File: config.mk
export PLATFORM = sky130hd
export DESIGN_NAME = apb_timer
export DESIGN_NICKNAME = d
export VERILOG_FILES = /design/src/rtl/apb_timer.sv
export SDC_FILE = /design/constraint.sdc
export NUM_CORES = 1
export LEC_CHECK = 0
export ABC_AREA = 1
export ABC_CLOCK_PERIOD_IN_PS = 1800
export CORE_UTILIZATION = 30
export CTS_CLUSTER_DIAMETER = 30
export CTS_CLUSTER_SIZE = 12
export DETAILED_ROUTE_END_ITERATION = 8
export HOLD_SLACK_MARGIN = 0.05
export PLACE_DENSITY_LB_ADDON = 0.25
export SLEW_MARGIN = 20
export SYNTH_ARGS = -nofsm -noshare
export SYNTH_HDL_FRONTEND = slang
export SYNTH_SLANG_ARGS = --single-unit
File: constraint.sdc
create_clock -name pclk -period 1.8 [get_ports pclk]
set_input_delay 0.36 -clock pclk [delete_from_list [all_inputs] [get_ports pclk]]
set_output_delay 0.36 -clock pclk [all_outputs]
set_load 0.05 [all_outputs]
File: src/rtl/apb_timer.sv
// APB slave timer: 8-bit up/down counter TCNT driven by a /2../16 pclk prescaler,
// with overflow/underflow flags in TSR mirrored onto interrupt lines.
module apb_timer #(
  localparam int ADDR_W = 8,
  localparam int DATA_W = 8
) (
  input  logic              pclk,
  input  logic              preset,
  input  logic              psel,
  input  logic              penable,
  input  logic              pwrite,
  input  logic [ADDR_W-1:0] paddr,
  input  logic [DATA_W-1:0] pwdata,
  output logic [DATA_W-1:0] prdata,
  output logic              pready,
  output logic              pslverr,
  output logic              tmr_ovf,
  output logic              tmr_udf
);

  localparam logic [DATA_W-1:0] TCR_MASK = 8'hB3;
  localparam logic [DATA_W-1:0] TSR_MASK = 8'h03;

  logic [DATA_W-1:0] r_tdr;
  logic [DATA_W-1:0] r_tcr;
  logic [DATA_W-1:0] r_tsr;
  logic [DATA_W-1:0] r_tcnt;
  logic [3:0]        r_pre;

  logic              w_valid;
  logic              w_access;
  logic              w_wr;
  logic              w_wr_tdr;
  logic              w_wr_tcr;
  logic              w_wr_tsr;
  logic              w_load;
  logic              w_dn;
  logic              w_run;
  logic              w_tick;
  logic              w_ovf_evt;
  logic              w_udf_evt;
  logic [3:0]        w_div_m1;
  logic [DATA_W-1:0] w_tsr_sw;

  assign w_valid  = (paddr < 8'h04);
  assign w_access = psel & penable;
  assign w_wr     = w_access & pwrite & w_valid;
  assign w_wr_tdr = w_wr & (paddr[1:0] == 2'd0);
  assign w_wr_tcr = w_wr & (paddr[1:0] == 2'd1);
  assign w_wr_tsr = w_wr & (paddr[1:0] == 2'd2);

  assign w_load = r_tcr[7];
  assign w_dn   = r_tcr[5];
  assign w_run  = r_tcr[4] & ~w_load;

  always_comb begin
    w_div_m1 = 4'd1;
    case (r_tcr[1:0])
      2'd0: w_div_m1 = 4'd1;
      2'd1: w_div_m1 = 4'd3;
      2'd2: w_div_m1 = 4'd7;
      2'd3: w_div_m1 = 4'd15;
      default: w_div_m1 = 4'd1;
    endcase
  end

  assign w_tick    = w_run & (r_pre == w_div_m1);
  assign w_ovf_evt = w_tick & ~w_dn & (r_tcnt == 8'hFF);
  assign w_udf_evt = w_tick &  w_dn & (r_tcnt == 8'h00);

  // Software can only clear flags; a same-cycle hardware event is OR-ed in afterwards so it wins.
  assign w_tsr_sw = w_wr_tsr ? (r_tsr & pwdata & TSR_MASK) : r_tsr;

  always_ff @(posedge pclk or posedge preset) begin
    if (preset) begin
      r_tdr  <= '0;
      r_tcr  <= '0;
      r_tsr  <= '0;
      r_tcnt <= '0;
      r_pre  <= '0;
    end else begin
      if (w_wr_tdr) r_tdr <= pwdata;
      if (w_wr_tcr) r_tcr <= pwdata & TCR_MASK;
      r_tsr <= w_tsr_sw | {6'b0, w_udf_evt, w_ovf_evt};
      if (w_wr_tcr || !w_run || w_tick) r_pre <= '0;
      else                              r_pre <= r_pre + 4'd1;
      if (w_load)      r_tcnt <= r_tdr;
      else if (w_tick) r_tcnt <= w_dn ? r_tcnt - 8'd1 : r_tcnt + 8'd1;
    end
  end

  always_comb begin
    prdata = '0;
    if (psel && w_valid) begin
      case (paddr[1:0])
        2'd0: prdata = r_tdr;
        2'd1: prdata = r_tcr;
        2'd2: prdata = r_tsr;
        2'd3: prdata = r_tcnt;
        default: prdata = '0;
      endcase
    end
  end

  assign pready  = 1'b1;
  assign pslverr = w_access & ~w_valid;
  assign tmr_ovf = r_tsr[0];
  assign tmr_udf = r_tsr[1];

endmodule

==> summary.txt <==
Outcome
  – Status: finished, final reports clean

Synth
  – Combinational family with the most area after synthesis: simple AND/OR/NAND/NOR gates
  – Syn_nets: 295
  – Synth Area in Simple Gates: between 30% and 40%
  – Cells after Synth: 266
  – Post-synthesis register bit count: 27
  – Sequential share of the synthesized area: 36.99%
  – YS warnings: 0
  – Synthesized area: 1827 um2
  – XOR/XNOR Fraction of Synth Area: 1.438%
  – Synth unique cells: 28
  – Synth Area in Compound Gates: under 10%
  – Multiplexer share of the synthesized area: 0%
  – Synthesized area per cell: a little under 7 um2
  – Adder-cell area share of the yosys netlist: 5.890%

Global route
  – Vias in the first global route: 1691
  – Grt ovf: 0
  – First-pass GRT wire length: 8286 um
  – Antenna violations before repair: 0
  – Gr usage total: 17.19%
  – Largest net degree at the start of global routing: 28

Floorplanning
  – Die Y: 80.04 um
  – FP Rows: 28
  – Ports: 33
  – Die width: approximately 80 um
  – Die footprint: 6406 um2
  – Core area: 5886 um2
  – Effective utilization at floorplan: 31.04%

Power and ir drop
  – Sw frac: 27.03%
  – Comb pwr share: 14.2%
  – Power, Total: around 1.2 mW
  – Pint: 844.4 uW
  – Flop pwr share: 53.6%
  – Pleak: 1.231 nW
  – Worst VDD drop: 0.2532 mV
  – Sw power: approximately 310 uW
  – Clk network pwr share: 32.2%
  – PD cells: ~440 nW/um2

Clock tree
  – TritonCTS Buffers: 3
  – CTS Root Cell: clkbuf_8
  – Clock Tree Buf Depth: 2
  – CTS sink cnt: 27
  – CTS H-tree depth: 1
  – Worst-path clk slew: ~0.10 ns
  – CTS Hold Buffers Added: 0
  – CTS tree: done
  – Clk_lat worst skew: 0.29 ns

Place
  – Gpl congestion: 0.8048
  – DP HPWL: 3892 um
  – Post-place instance area: 2504 um2
  – I/O Buffers: 31

Cells and area
  – Layout cells sized above 1: 22.29%
  – Fin area: 2620 um2
  – Commonest non-fill, non-tap cells in the layout: nand2_1, inv_1, dfrtp_1, nand3_1, buf_4
  – Ant. Diodes: 0
  – Area growth syn-to-layout: 43.42%
  – Core Util, Final: 44.52%
  – Fill cells: approximately 620
  – Commonest non-fill, non-tap cell in the layout: nand2_1
  – Layout Nets: about 340

Drt
  – Vias: roughly 1900
  – # DRC: 0
  – Final wirelength: 5069 um
  – First drt pass iteration count: 4
  – 1st-iter DRT viols: 91
  – Post-DRT Antenna Nets: 0
  – Avg WL per Cell: between 10 and 15 um
  – Vias per Instance: about 4.8

Setup path
  – R2R cell count: 6
  – R2R Path Start: r_tcr[5]
  – Critical Path AT: 1.37 ns
  – Worst Setup Path Type: input pin to output pin
  – CP endpoint kind: output pin
  – Crit path max fanout: 8
  – Critical Path RT: 1.44 ns
  – CP startpoint: paddr[3]
  – CP startpoint kind: input pin

Timing
  – RSZ-0062 raised after global routing: false
  – Fmax: 0.5774 GHz
  – Min Clock Period, post-route: roughly 1.7 ns
  – Period utilisation layout: 96.23%
  – Setup TNS: 0 ns
  – Setup violators final: 0
  – Fin. Hold Viols: 0
  – Clk_skew: 0.007374 ns
  – Fin. max-slew vios: 0

Run
  – Max_cap viols: 0

Hold path
  – Hold Crit Class: input pin to async pin
[metal layers]
layer / vias up / track usage (%) / share of wire [%]
met1: 880 / 23.70 / 49
li1: 943 / - / -
met3: 5 / 1.600 / 2.3
met5: - / 0 / 0
met4: 0 / 6.429 / 1.6
met2: 29 / 27.69 / 47
[critical path, cell delays in order]
cell and delay, ns:
clkdlybuf4s15_1 0.19, nor3_4 0.24, nand2_4 0.19, a31oi_4 0.23, buf_12 0.16
[cells by family after synthesis]
group | Yosys count
AO/OA/AOI/OAI | 32
XOR/XNOR | 3
adder cells (fa/ha/maj) | 8
buffers and inverters | 36
flip-flops | 27
other | 1
AND/OR/NAND/NOR | 159
[sequential cells by signal, indices dropped and copies added (netlist names)]
name    count
r_pre       4
r_tcnt      8
r_tsr       2
r_tcr       5
r_tdr       8
[area by class of cell]
class | instances | area (um2) | area share, %
Tap cell | 75 | 93.84 | 3.582
Clock inverter | 1 | 5.005 | 0.1910
Timing Repair Buffer | 47 | 516.7 | 19.72
Inverter | 33 | 123.9 | 4.728
Multi-Input combinational cell | 203 | 1164 | 44.41
Sequential cell | 27 | 675.6 | 25.79
Clock buffer | 3 | 41.29 | 1.576
[power by group through the flow]
stage | Sequential (mW) | Combinational (mW) | Clock (mW)
4_1_cts | 0.620 | 0.153 | 0.377
2_1_floorplan | 0.632 | 0.0648 | 0
3_3_place_gp | 0.632 | 0.151 | 0
5_1_grt | 0.621 | 0.179 | 0.400
3_5_place_dp | 0.632 | 0.152 | 0
6_report | 0.621 | 0.164 | 0.373
[through the flow]
step                      cells  hold slack [ns]  worst slack, ns
after floorplan             266           0.4127          0.06773
after global placement      380           0.5137          -0.2885
after detailed placement    380           0.5150          -0.2902
after CTS                   384           0.4440         0.004810
after global routing        389           0.4971         0.008449
final                       389           0.4242          0.06795
[cells in the mapped netlist]
cell | count | share of area [%]
o21ai_0 | 13 | 3.6
nand2_1 | 96 | 20
clkbuf_1 | 1 | 0.21
buf_4 | 1 | 0.41
nand2_2 | 1 | 0.34
nor3_4 | 1 | 0.89
o21ai_1 | 5 | 1.4
a21oi_1 | 11 | 3.0
xnor2_1 | 2 | 0.96
buf_2 | 1 | 0.27
nand3_1 | 24 | 6.6
xor2_1 | 1 | 0.48
a31oi_1 | 3 | 1.0
ha_1 | 7 | 4.8
nor2_1 | 17 | 3.5
nand4_1 | 5 | 1.7
nor3_1 | 1 | 0.27
inv_1 | 32 | 6.6
or2_2 | 3 | 1.0
dfrtp_1 | 27 | 37
nor2_4 | 2 | 1.2
nand3b_1 | 4 | 1.6
inv_2 | 1 | 0.21
nand3_2 | 1 | 0.55
nor4_1 | 1 | 0.34
nor2_2 | 3 | 1.0
conb_1 | 1 | 0.21
fa_1 | 1 | 1.1
[what timing repair did]
| action | in CTS | in global routing |
|---|---|---|
| pin swaps | 7 | 9 |
| setup endpoints to repair | 9 | 11 |
| gates resized for setup | 28 | 19 |
| buffers inserted | 0 | 5 |
[final timing paths]
kind | endpoint | slack, ns
hold reg to reg | r_tcnt[3] | 0.53
setup reg to reg | r_tcnt[4] | 0.11
setup / recovery | prdata[5] | 0.07
min in group pclk | r_tcnt[3] | 0.53
hold / removal | r_tcr[0] | 0.42
max in group asynchronous | r_tdr[5] | 1.09
Power figures use the tool's default switching activity.
==> RTL edit 1: new RTL, same flow settings <==
Change the localparam `ADDR_W` from 8 to 7.
--- a/src/rtl/apb_timer.sv
+++ b/src/rtl/apb_timer.sv
@@ -3,3 +3,3 @@
 module apb_timer #(
-  localparam int ADDR_W = 8,
+  localparam int ADDR_W = 7,
   localparam int DATA_W = 8
Ports: changed (resized paddr); port bits go from 33 to 32. The function was not compared with the original's and may differ.
==> RTL edit 1 against the unedited design <==
Area after synthesis fell by 0.62%; critical path depth rose by 2; sequential cell count did not move; clock power fell by 5%; combinational power rose by 63%; design area fell by 1.9%; maximum frequency fell by 1.3%; routed wire length rose by 1.6%; largest cell class unchanged; setup slack got worse by 24 ps; total power rose by 9.3%; via count fell by 0.92%.
==> RTL edit 1: results (changes against the unedited design) <==
met3 wire len - 295 um (was 117 um)
Largest regs - r_tcnt: 8 flops, r_tdr: 8 flops, r_tcr: 5 flops (unchanged)
CP top delay family - buffers and inverters (was simple AND/OR/NAND/NOR gates)
VDD IR max - 0.2530 mV (was 0.2532 mV)
Total GRT Usage - 17.44% (was 17.19%)
DR WL met2 - 2271 um (was 2402 um)
Synth cell types - 27 (was 28)
post-place setup slack - -369.3 ps (was -290.2 ps)
DR top layer - met4 (unchanged)
layout cells sized above 1 - 24.43% (was 22.29%)
Port Buffers - 30 (was 31)
async set-or-reset flop fraction in the synthesized netlist - 100.0% (unchanged)
status - finished clean (unchanged)
via/cell ratio - 4.855 (was 4.774)
Placement Cell Area - 2437 sq um (was 2504 sq um)
Total Routed Length - 5150 um (was 5069 um)
post-synthesis sequential area ratio - 37.22% (was 36.99%)
dominant cells by area after synthesis - dfrtp_1 37%, nand2_1 18%, nand3_1 7.2%, inv_1 5.0%, ha_1 4.8% (was dfrtp_1 37%, nand2_1 20%, nand3_1 6.6%, inv_1 6.6%, ha_1 4.8%)
TritonRoute pass-1 iters - 4 (unchanged)
area occupied by multi-input gates - 1142 sq um (was 1164 sq um)
worst reg2reg path depth - 7 (was 6)
vias in the first global route - 1830 (was 1691)
Worst R2R Start - r_tcr[5] (unchanged)
CP max stage cell - clkdlybuf4s15_2 (was nor3_4)
CP peak stage delay - 260 ps (was 240 ps)
initial DRC count - 128 (was 91)
prevailing post-synth register cell - dfrtp_1 (unchanged)
CTS buffer count - 3 (unchanged)
RR Endpoint - r_tcnt[7] (was r_tcnt[4])
RD Place Congestion - 0.8234 (was 0.8048)
Clock Path Buffers - 2 (unchanged)
Synth Instances - 253 (was 266)
fill count - 588 (was 623)
Routed met1 length - 2529 um (was 2468 um)
initial antenna violation count - 0 (unchanged)
worst-skew pair later-pin latency - 280 ps
worst-path fanout max - 8 (unchanged)
Mapped Nets - 281 (was 295)
reg2reg setup slack - 160 ps (was 110 ps)
htree depth - 1 (unchanged)
Syn. warnings - 0 (unchanged)
Layout Skew - 2.670 ps (was 7.374 ps)
first-pass GRT wire length - 8562 um (was 8286 um)
met2 Usage GRT - 28.03% (was 27.69%)
HPWL after DPL - 3858 um (was 3892 um)
worst path arrival time - 1400 ps (was 1370 ps)
root buffer cell - clkbuf_8 (unchanged)
P_leak - 1.202 nW (was 1.231 nW)
met3 GRT Util - 2.857% (was 1.600%)
WL/cell - 13.59 um (was 13.03 um)
Post-synth top cells - 88 x nand2_1, 27 x dfrtp_1, 26 x nand3_1 (was 96 x nand2_1, 32 x inv_1, 27 x dfrtp_1)
nets@finish - 336 (was 344)
placed cell count - 374 (was 380)
post-CTS setup buffer count - 0 (unchanged)
met1 Usage GRT - 24.29% (was 23.70%)
worst hold margin - 451.8 ps (was 424.2 ps)
[RTL edit 1: cell types whose count changed in the layout (fill, tap and decap cells not counted), sizes merged, moves of 3 or more]
cell | unedited run | this run
buf | 31 | 34
o21ai | 18 | 13
nand2 | 97 | 91
inv | 33 | 26
[RTL edit 1: area by class of cell]
cell class	instances	share of cell area [%]
Timing Repair Buffer	51	20.24
Inverter	26	3.796
Tap cell	72	3.504
Clock buffer	4	1.752
Multi-Input combinational cell	199	44.43
Sequential cell	27	26.28
[RTL edit 1: what timing repair did]
item | CTS | global route
pin swaps | 5 | 7
endpoints found under the setup margin | 9 | 10
gates cloned | 0 | 1
resized for setup | 25 | 15
endpoints found under the hold margin | 0 | 0
[RTL edit 1: worst max path at each step]
stage	start	to	slack (ps)	cells past startpoint
finish	paddr[0]	prdata[0]	40	7
global route	paddr[0]	prdata[0]	-20	7
CTS	paddr[6]	prdata[4]	10	8
detailed placement	paddr[3]	prdata[1]	-370	8
global placement	paddr[3]	prdata[2]	-340	8
floorplan	paddr[3]	prdata[0]	-260	5
[RTL edit 1: logic make-up (layout without fill, tap and decap cells)]
logic type / Yosys count / count (layout) / share of synthesized area [%]
buffers and inverters: 28 / 81 / 5.996
adders and majority gates: 8 / 8 / 5.927
xor gates and xnor gates: 3 / 3 / 1.448
and+or+nand+nor: 156 / 157 / 40.18
other: 1 / 1 / 0.2066
AOI/OAI and AO/OA: 30 / 30 / 9.028
DFF: 27 / 27 / 37.22
[RTL edit 1: power by group]
| part | internal, mW | switching (mW) | leakage [nW] |
|---|---|---|---|
| clock | 0.159 | 0.195 | 0.0228 |
| combinational | 0.116 | 0.152 | 0.834 |
| sequential | 0.622 | 0.0200 | 0.345 |
| total | 0.897 | 0.367 | 1.20 |
==> RTL edit 2: new RTL, config.mk and constraints unchanged <==
Made on the original files. Put a register stage on the outputs `pslverr` and `tmr_ovf`, with the module's reset. The values now appear one clock later. The other outputs are not delayed to match.
--- a/src/rtl/apb_timer.sv
+++ b/src/rtl/apb_timer.sv
@@ -105,4 +105,11 @@
   assign pready  = 1'b1;
-  assign pslverr = w_access & ~w_valid;
-  assign tmr_ovf = r_tsr[0];
+  always_ff @(posedge pclk or posedge preset) begin
+    if (preset) begin
+      pslverr <= '0;
+      tmr_ovf <= '0;
+    end else begin
+      pslverr <= w_access & ~w_valid;
+      tmr_ovf <= r_tsr[0];
+    end
+  end
   assign tmr_udf = r_tsr[1];
Formal check against the unedited RTL: not equivalent (a bounded check fails within 4 cycles, from zero or initial values and one cycle with preset high).
==> RTL edit 2 against the unedited design <==
Clock power increased by 46%; area after synthesis increased by 5.7%; total power increased by 18%; largest power group unchanged; highest routed layer unchanged; register-to-register slack improved by 40 ps; cell count unchanged; largest cell class unchanged; clock skew decreased by 2.0 ps; setup slack got worse by 39 ps; utilization increased by 0.82 points; sequential cell count increased by 2; global-route usage decreased by 0.94 points; design area increased by 4.9%; maximum frequency decreased by 2.2%; critical endpoint is now prdata[4]; routed wire length decreased by 2.2%.
==> RTL edit 2: results (changes against the unedited design) <==
Placement Cell Area - 2603 sq um (was 2504 sq um)
layout cells sized above 1 - 27.39% (was 22.29%)
dominant cells by area after synthesis - dfrtp_1 38%, nand2_1 17%, inv_1 6.4%, nand3_1 6.0%, o21ai_2 5.9% (was dfrtp_1 37%, nand2_1 20%, nand3_1 6.6%, inv_1 6.6%, ha_1 4.8%)
fill count - 594 (was 623)
Total GRT Usage - 16.25% (was 17.19%)
min-delay worst type - reg -> reg (was in -> async)
sw power - 0.3352 mW (was 0.3127 mW)
vias in the first global route - 1685 (was 1691)
Mapped Nets - 290 (was 295)
CP Launch Point - paddr[3] (unchanged)
Avg Cell Area, Syn - 7.397 sq um (was 6.867 sq um)
Post-synth top cells - 85 x nand2_1, 33 x inv_1, 29 x dfrtp_1 (was 96 x nand2_1, 32 x inv_1, 27 x dfrtp_1)
post-synthesis sequential area ratio - 37.59% (was 36.99%)
first-pass GRT wire length - 8135 um (was 8286 um)
CTS buffer count - 5 (was 3)
HPWL after DPL - 3781 um (was 3892 um)
status - finished clean (unchanged)
P_leak - 1.251 nW (was 1.231 nW)
placed cell count - 379 (was 380)
largest net degree at the start of global routing - 30 (was 28)
Clock transition at path regs - 60 ps (was 100 ps)
VDD IR max - 0.4956 mV (was 0.2532 mV)
worst path arrival time - 1410 ps (was 1370 ps)
overall power - 1.370 mW (was 1.157 mW)
post-place setup slack - -305.4 ps (was -290.2 ps)
Synth cell types - 29 (was 28)
WL/cell - 12.75 um (was 13.03 um)
worst reg2reg path depth - 10 (was 6)
Logic pwr share - 11.6% (was 14.2%)
==> RTL edit 2: cell count changes after synthesis, moves of 2 or more <==
cell | before | now
buf_6 | 0 | 2
o21ai_2 | 0 | 13
dfrtp_1 | 27 | 29
o21ai_1 | 5 | 0
nand2_1 | 96 | 85
o21ai_0 | 13 | 5
==> RTL edit 2: cell type report <==
type	count	share of cell area (%)
well taps	75	3.415
inverters	34	4.645
repair buffers	50	18.81
clock buffers	7	3.142
multi-input cells	194	43.58
flip-flops and latches	29	26.41
==> RTL edit 2: cell families after synthesis <==
logic type / after synthesis / synth area share (%)
and+or+nand+nor: 150 / 35.90
buffers and inverters: 38 / 8.360
AOI/OAI and AO/OA: 32 / 11.02
DFF: 29 / 37.59
adders and majority gates: 8 / 5.573
xor gates and xnor gates: 3 / 1.361
other: 1 / 0.1942
==> RTL edit 2: timing repair <==
item	in CTS	in global routing
setup endpoints to repair	8	11
gates resized for setup	28	11
buffers inserted	2	0
pin swaps	11	3
gates cloned	1	0
==> RTL edit 2: per-layer routing <==
layer  share of wire [%]  vias to the layer above  global-route usage (%)
li1                    -                      947                       -
met1                  47                      839                   22.07
met2                  48                       36                   25.29
met3                 2.7                       10                   2.308
met4                 2.1                        0                   7.719
met5                   0                        -                       0
==> RTL edit 2: worst paths after layout <==
check                       endpoint  slack (ps)
max                        prdata[4]          30
min                          tmr_ovf         430
max reg2reg                r_tcnt[6]         150
min reg2reg                  tmr_ovf         430
max in group asynchronous   r_tdr[0]        1060
min in group asynchronous  r_tcnt[5]         460
==> RTL edit 2: critical path, stage by stage <==
cell,delay [ps]
clkdlybuf4s15_1,200
nor3_4,240
nand2_4,190
a31oi_4,240
buf_12,160
